===== src/rtl/cpu_run_controller_pkg.sv =====
// Shared definitions for the CPU run controller: FSM state encoding,
// the NOP instruction served outside the loaded program, and the opcode
// field position reserved for future decode.
package cpu_run_controller_pkg;

  typedef enum logic [2:0] {
    ST_IDLE = 3'd0,
    ST_LOAD = 3'd1,
    ST_HALT = 3'd2,
    ST_RUN  = 3'd3,
    ST_STEP = 3'd4
  } runState_e;

  localparam logic [7:0] NOP_INSTR  = 8'h00;
  localparam int         OPCODE_MSB = 7;
  localparam int         OPCODE_LSB = 6;

  function automatic logic [1:0] opcodeOf(input logic [7:0] instr);
    return instr[OPCODE_MSB:OPCODE_LSB];
  endfunction

endpackage


===== src/rtl/cpu_run_controller_prog_store.sv =====
// Program store: DEPTH x 8 array, one write port fed by an internal write
// pointer, one asynchronous read port addressed by the core PC.
// The array contents are never reset; only the pointer is.
module cpu_run_controller_prog_store #(
  parameter int DEPTH = 32
) (
  input  logic                     clk,
  input  logic                     rst,
  input  logic                     clr,
  input  logic                     wrValid,
  input  logic [7:0]               wrData,
  input  logic [$clog2(DEPTH)-1:0] rdAddr,
  output logic [7:0]               rdData,
  output logic [$clog2(DEPTH):0]   wrPtr,
  output logic                     full
);

  localparam int AW = $clog2(DEPTH);
  localparam int PW = AW + 1;

  logic [7:0] mem [DEPTH];
  logic       doWrite;

  assign full    = (wrPtr == PW'(DEPTH));
  assign doWrite = wrValid && !full;
  assign rdData  = mem[rdAddr];

  // Write pointer: restarts at every new load, stops advancing once full.
  always_ff @(posedge clk) begin
    if (rst || clr) begin
      wrPtr <= '0;
    end else if (doWrite) begin
      wrPtr <= wrPtr + 1'b1;
    end
  end

  // Array write; bytes offered while full are dropped here.
  always_ff @(posedge clk) begin
    if (doWrite) begin
      mem[wrPtr[AW-1:0]] <= wrData;
    end
  end

endmodule


===== src/rtl/cpu_run_controller.sv =====
// Run controller for the 8-bit single-cycle core: loads the program store,
// serves instructions from the core PC, and gates the core through core_en
// and core_rst with run / single-step / halt control.
// Optional build macro: BREAKPOINT_EN adds bp_addr, bp_enable and bp_hit.
module cpu_run_controller
  import cpu_run_controller_pkg::*;
#(
  parameter int DEPTH = 32,
  parameter int CNT_W = 16
) (
  input  logic             clk,
  input  logic             RST,
  input  logic             load_start,
  input  logic             load_valid,
  input  logic [7:0]       load_data,
  output logic             load_ready,
  input  logic             load_done,
  input  logic             run_req,
  input  logic             step_req,
  input  logic             halt_req,
  input  logic [7:0]       pc_in,
  output logic [7:0]       instruction,
  output logic             core_en,
  output logic             core_rst,
  output logic [2:0]       state,
  output logic [7:0]       prog_len,
  output logic [CNT_W-1:0] instr_count,
  output logic             overflow
`ifdef BREAKPOINT_EN
  ,
  input  logic [7:0]       bp_addr,
  input  logic             bp_enable,
  output logic             bp_hit
`endif
);

  localparam int AW = $clog2(DEPTH);
  localparam int PW = AW + 1;

  runState_e curState, nxtState;
  logic [PW-1:0] wrPtr;
  logic [PW-1:0] lenNow;
  logic [7:0]    storeData;
  logic          storeFull;
  logic          storeWr;
  logic          loadEntry;
  logic          pcInProg;
  logic          runStop;

  // A full 256-entry store cannot be expressed in 8 bits; report 255.
  function automatic logic [7:0] satLen(input logic [PW-1:0] n);
    logic [15:0] w;
    w = 16'(n);
    return (w > 16'd255) ? 8'hFF : w[7:0];
  endfunction

  function automatic logic [CNT_W-1:0] satInc(input logic [CNT_W-1:0] c);
    return (&c) ? c : c + 1'b1;
  endfunction

  cpu_run_controller_prog_store #(.DEPTH(DEPTH)) u_store (
    .clk     (clk),
    .rst     (RST),
    .clr     (loadEntry),
    .wrValid (storeWr),
    .wrData  (load_data),
    .rdAddr  (pc_in[AW-1:0]),
    .rdData  (storeData),
    .wrPtr   (wrPtr),
    .full    (storeFull)
  );

  // Store handshake and instruction fetch; the PC range check also keeps
  // stale bytes from a longer earlier program from reaching the core.
  always_comb begin
    storeWr     = (curState == ST_LOAD) && load_valid;
    load_ready  = (curState == ST_LOAD) && !storeFull;
    lenNow      = wrPtr + PW'(storeWr && !storeFull);
    pcInProg    = (pc_in < prog_len);
    instruction = pcInProg ? storeData : NOP_INSTR;
    core_rst    = (curState == ST_IDLE) || (curState == ST_LOAD);
    state       = curState;
  end

`ifdef BREAKPOINT_EN
  logic bpMatch;
  // Breakpoint compare; only reported while free-running.
  always_comb begin
    bpMatch = bp_enable && (pc_in == bp_addr);
    bp_hit  = (curState == ST_RUN) && bpMatch;
  end
`endif

  // Next-state and core enable.
  always_comb begin
    nxtState  = curState;
    loadEntry = 1'b0;
    core_en   = 1'b0;
    runStop   = 1'b0;
    case (curState)
      ST_IDLE: begin
        if (load_start) begin
          nxtState  = ST_LOAD;
          loadEntry = 1'b1;
        end
      end
      ST_LOAD: begin
        if (load_done) begin
          nxtState = (lenNow != '0) ? ST_HALT : ST_IDLE;
        end
      end
      ST_HALT: begin
        if (halt_req) begin
          nxtState = ST_HALT;
        end else if (step_req) begin
          nxtState = ST_STEP;
        end else if (run_req) begin
          nxtState = ST_RUN;
        end else if (load_start) begin
          nxtState  = ST_LOAD;
          loadEntry = 1'b1;
        end
      end
      ST_RUN: begin
`ifdef BREAKPOINT_EN
        runStop = !pcInProg || halt_req || bpMatch;
`else
        runStop = !pcInProg || halt_req;
`endif
        core_en = !runStop;
        if (runStop) begin
          nxtState = ST_HALT;
        end
      end
      ST_STEP: begin
        core_en  = pcInProg && !halt_req;
        nxtState = ST_HALT;
      end
      default: begin
        nxtState = ST_IDLE;
      end
    endcase
  end

  // State register.
  always_ff @(posedge clk) begin
    if (RST) begin
      curState <= ST_IDLE;
    end else begin
      curState <= nxtState;
    end
  end

  // Program length, latched at the end of a load including a same-cycle byte.
  always_ff @(posedge clk) begin
    if (RST) begin
      prog_len <= 8'h00;
    end else if ((curState == ST_LOAD) && load_done) begin
      prog_len <= satLen(lenNow);
    end
  end

  // Executed-instruction counter, cleared when a new load begins.
  always_ff @(posedge clk) begin
    if (RST || loadEntry) begin
      instr_count <= '0;
    end else if (core_en) begin
      instr_count <= satInc(instr_count);
    end
  end

  // Sticky overflow: a byte was offered while the store was full.
  always_ff @(posedge clk) begin
    if (RST || loadEntry) begin
      overflow <= 1'b0;
    end else if (storeWr && storeFull) begin
      overflow <= 1'b1;
    end
  end

endmodule


===== config.mk =====
export PLATFORM = sky130hd
export DESIGN_NAME = cpu_run_controller
export DESIGN_NICKNAME = d
export VERILOG_FILES = /design/src/rtl/cpu_run_controller_pkg.sv /design/src/rtl/cpu_run_controller_prog_store.sv /design/src/rtl/cpu_run_controller.sv
export SDC_FILE = /design/constraint.sdc
export NUM_CORES = 1
export LEC_CHECK = 0
export ABC_CLOCK_PERIOD_IN_PS = 2100
export CAP_MARGIN = 20
export CORE_UTILIZATION = 40
export DETAILED_ROUTE_END_ITERATION = 7
export HOLD_SLACK_MARGIN = 0.12
export PLACE_DENSITY = 0.56
export SLEW_MARGIN = 20
export SYNTH_ARGS = -nofsm -noshare
export SYNTH_HDL_FRONTEND = slang
export SYNTH_SLANG_ARGS = --single-unit

===== constraint.sdc =====
create_clock -name clk -period 2.1 [get_ports clk]
set_input_delay 0.21 -clock clk [delete_from_list [all_inputs] [get_ports clk]]
set_output_delay 0.21 -clock clk [all_outputs]
set_load 0.05 [all_outputs]

==> results by group <==
STA
  • Slew @ Worst Pin: around 0.52 ns
  • Endpoints failing setup: 12
  • Fmax: 389.1 MHz
  • Max_slew headroom: 65.02%
  • Minimum hold slack: approximately 0.30 ns
  • RSZ-0062 raised after global routing: true
  • Setup WS post-layout: -0.4702 ns
  • Clock skew: about 0.009 ns
  • Final hold vios: 0
  • Period utilization: 122.4%
  • Final Critical Period: between 2 and 3 ns
  • Final Slew Violations: 0

Setup path
  • Slowest stage cell, crit path: mux4_2
  • Crit path capture type: primary output
  • Startpoint Class: flip-flop
  • Reg2reg end: instr_count[6]$_SDFFE_PP0P_
  • CP arrival: between 2 and 2.5 ns
  • Kind of critical path: reg2out
  • Crit Path Max Fanout: 1
  • Reg2reg path depth: 9
  • Crit-path cells: mux4_2 -> nor2b_1 -> a211oi_1 -> buf_4 -> a21oi_2 -> a22o_4 -> buf_12
  • CP max stage delay: 0.47 ns
  • Internal reg-to-reg setup slack: -0.04 ns
  • FF-to-FF Start: prog_len[5]$_SDFFE_PP0P_
  • Worst Path Required: 1.89 ns

Pwr
  • Psw: around 0.0027 W
  • Combinational Power Share: about 8%
  • Final Power: around 0.012 W
  • Clock group share of total power: roughly two fifths
  • Sequential power share: 50.2%
  • Leakage: between 5 and 6 nW
  • Internal Power: 0.009770 W
  • Switching part of the total: roughly 22%
  • Pwr dens: 802.6 nW/µm²
  • Peak supply drop: around 530 µV

Yosys
  • Seq cells post-synth: between 200 and 300
  • Synth top area cells: edfxtp_1 65%, mux4_2 12%, dfxtp_1 5.4%
  • Ys async rst share: 0%
  • Mapped Area: about 12000 µm²
  • Most frequent cell after synthesis: edfxtp_1
  • Synth warn: 0
  • EDFF count, synth: approximately 260
  • Avg Inst Size Synth: between 15 and 20 µm²
  • Dominant cell type by area after synthesis: edfxtp_1
  • Most common library cells after synthesis: 256 x edfxtp_1, 64 x mux4_2, 61 x nor2_1
  • Synth Flop Type: edfxtp_1
  • Gate Count Post-Synth: ~690
  • Yosys top cell area share: 64.52%
  • Synth cell types: 54
  • Sequential fraction of the synthesis area: between 60% and 70%

Global routing
  • Remaining Overflow, GRT: 0
  • Largest net degree at the start of global routing: 39
  • First-pass GRT wire length: 42880 µm
  • Via count of the first global-routing pass: about 7400
  • Antenna violations before repair: 1
  • GRT Util Overall: roughly 18%

Placed design
  • Post-DP HPWL: between 15000 and 20000 µm
  • GP Congestion: roughly 0.86
  • Placed Cells: 1214
  • Placement Cell Area: 14170 µm²
  • I/O Buffers: 60

Final layout
  • Fin area: ~16000 µm²
  • Area growth, synth to finish: 30.19%
  • Layout cells sized above 1: between 30% and 40%
  • Antenna Diode Count: 0
  • Final nets: approximately 910
  • Non-Filler Instances: between 1000 and 1500

Detailed routing
  • Via count: about 6900
  • Number of DRC markers in iteration 0: roughly 430
  • First-pass DRT Iterations: 4
  • Vias/cell: around 5.4
  • DRT antenna net count: 0
  • DRC errors left: 0
  • Drt total wl: around 28000 µm
  • Wire per inst: ~22 µm

Floorplanning
  • Io pins: 63
  • Die H: 174.6 µm
  • DIE AREA: around 30000 µm²
  • # rows: between 60 and 70
  • Core area: 29010 µm²
  • Die Width: around 170 µm
  • Initial core utilization: between 40% and 50%

Min path
  • WHS Endpoint: state[2]$_SDFFE_PP0P_
  • Worst hold path startpoint: step_req
  • Hold path cells: 3
  • Hold WC Path Type: in2reg

Clock tree
  • Num CTS Buffers: 30
  • CTS tree: built
  • Number of hold buffers added after cts: 0
  • CTS Sinks: roughly 290
  • Clk buf depth: 3
  • Worst-Skew Late Latency: 0.54 ns
  • CTS clk-pin slew, worst paths: around 0.060 ns
  • Root buffer cell: clkbuf_16
  • H-tree depth: 1

Run
  • Max cap viols: 0

Outcome
  • Outcome: finished, violations left
  • Failing checks: negative setup slack
==> power by group through the flow <==
stage	Sequential (W)	Combinational, W	Clock, W
after global placement	0.00637	0.000887	0
after detailed placement	0.00637	0.000901	0
after global routing	0.00625	0.00104	0.00555
after floorplan	0.00640	0.000449	0
after CTS	0.00625	0.000952	0.00534
final	0.00625	0.000973	0.00523
==> stage by stage <==
step | setup TNS (ns) | utilization, % | worst slack [ns]
finish | -3.704 | 53.47 | -0.4702
global route | -5.172 | 53.47 | -0.5505
detailed placement | -47.35 | 48.84 | -0.3383
CTS | -4.002 | 52.94 | -0.4964
floorplan | -10.86 | - | -0.05282
global placement | -42.02 | 48.84 | -0.2826
==> sequential cells by signal, summed over array words and instances (netlist names) <==
register	count
overflow	1
u_store.mem	256
state	3
u_store.wrPtr	6
instr_count	16
prog_len	6
==> cell families after synthesis <==
family	Yosys count	share of synthesized area, %
buffers and inverters	50	2.079
AO/OA/AOI/OAI	95	5.523
other	1	0.03147
multiplexers	84	13.78
AND/OR/NAND/NOR	152	6.626
adder cells (fa/ha/maj)	12	1.260
flip-flops	288	69.89
XOR/XNOR	11	0.8085
==> layer usage <==
layer	GRT usage (%)	wire length, µm	vias up
met5	0	13	-
met4	3.804	393	2
met3	2.502	1101	31
met2	31.34	13820	156
met1	25.27	12230	3556
li1	-	-	3150
==> area by class of cell <==
cell class	instances	area (µm²)
flip-flops and latches	288	8363
well taps	384	480.5
repair buffers	184	1854
fillers	2303	13500
clock buffers	35	790.8
multi-input cells	357	3779
inverters	11	43.79
clock inverters	21	201.4
==> layout by cell type (no fill, tap or decap), types with 9 or more instances in the layout <==
master | synthesis | routed
a211oi_2 | 0 | 10
buf_4 | 6 | 101
clkdlybuf4s50_1 | 0 | 41
mux2i_1 | 20 | 20
nand2_1 | 16 | 15
a21oi_2 | 1 | 11
buf_12 | 0 | 27
dfxtp_1 | 32 | 14
clkbuf_16 | 0 | 31
dfxtp_2 | 0 | 13
nand3_1 | 10 | 9
a211oi_1 | 21 | 11
nand4_1 | 10 | 10
mux4_2 | 64 | 64
edfxtp_1 | 256 | 256
nor2_1 | 61 | 52
nor2b_1 | 17 | 13
a21oi_1 | 32 | 21
==> critical path, delay by kind of cell, from the launching register on <==
kind,cells,cell delay (ns)
buf+inv,2,0.30
simple gates,1,0.15
mux,1,0.47
compound gates,3,0.54
flops,1,0.36
==> how the worst max path moves through the flow <==
stage	startpoint	to	slack [ns]	cells past startpoint
floorplan	state[2]$_SDFFE_PP0P_	u_store.mem[31][0]$_DFFE_PP_	-0.05	6
global placement	pc_in[5]	instr_count[10]$_SDFFE_PP0P_	-0.28	7
detailed placement	pc_in[5]	instr_count[6]$_SDFFE_PP0P_	-0.34	7
CTS	u_store.mem[10][4]$_DFFE_PP_	instruction[4]	-0.50	7
global route	u_store.mem[0][2]$_DFFE_PP_	instruction[2]	-0.55	7
finish	u_store.mem[11][3]$_DFFE_PP_	instruction[3]	-0.47	7
==> timing repair <==
item / 4_1_cts / 5_1_grt
setup endpoints to repair: 22 / 49
cloned: 0 / 1
setup buffers: 8 / 4
pin swaps: 34 / 20
resized for setup: 38 / 30
Note: power is estimated with default switching activity, not from simulation.
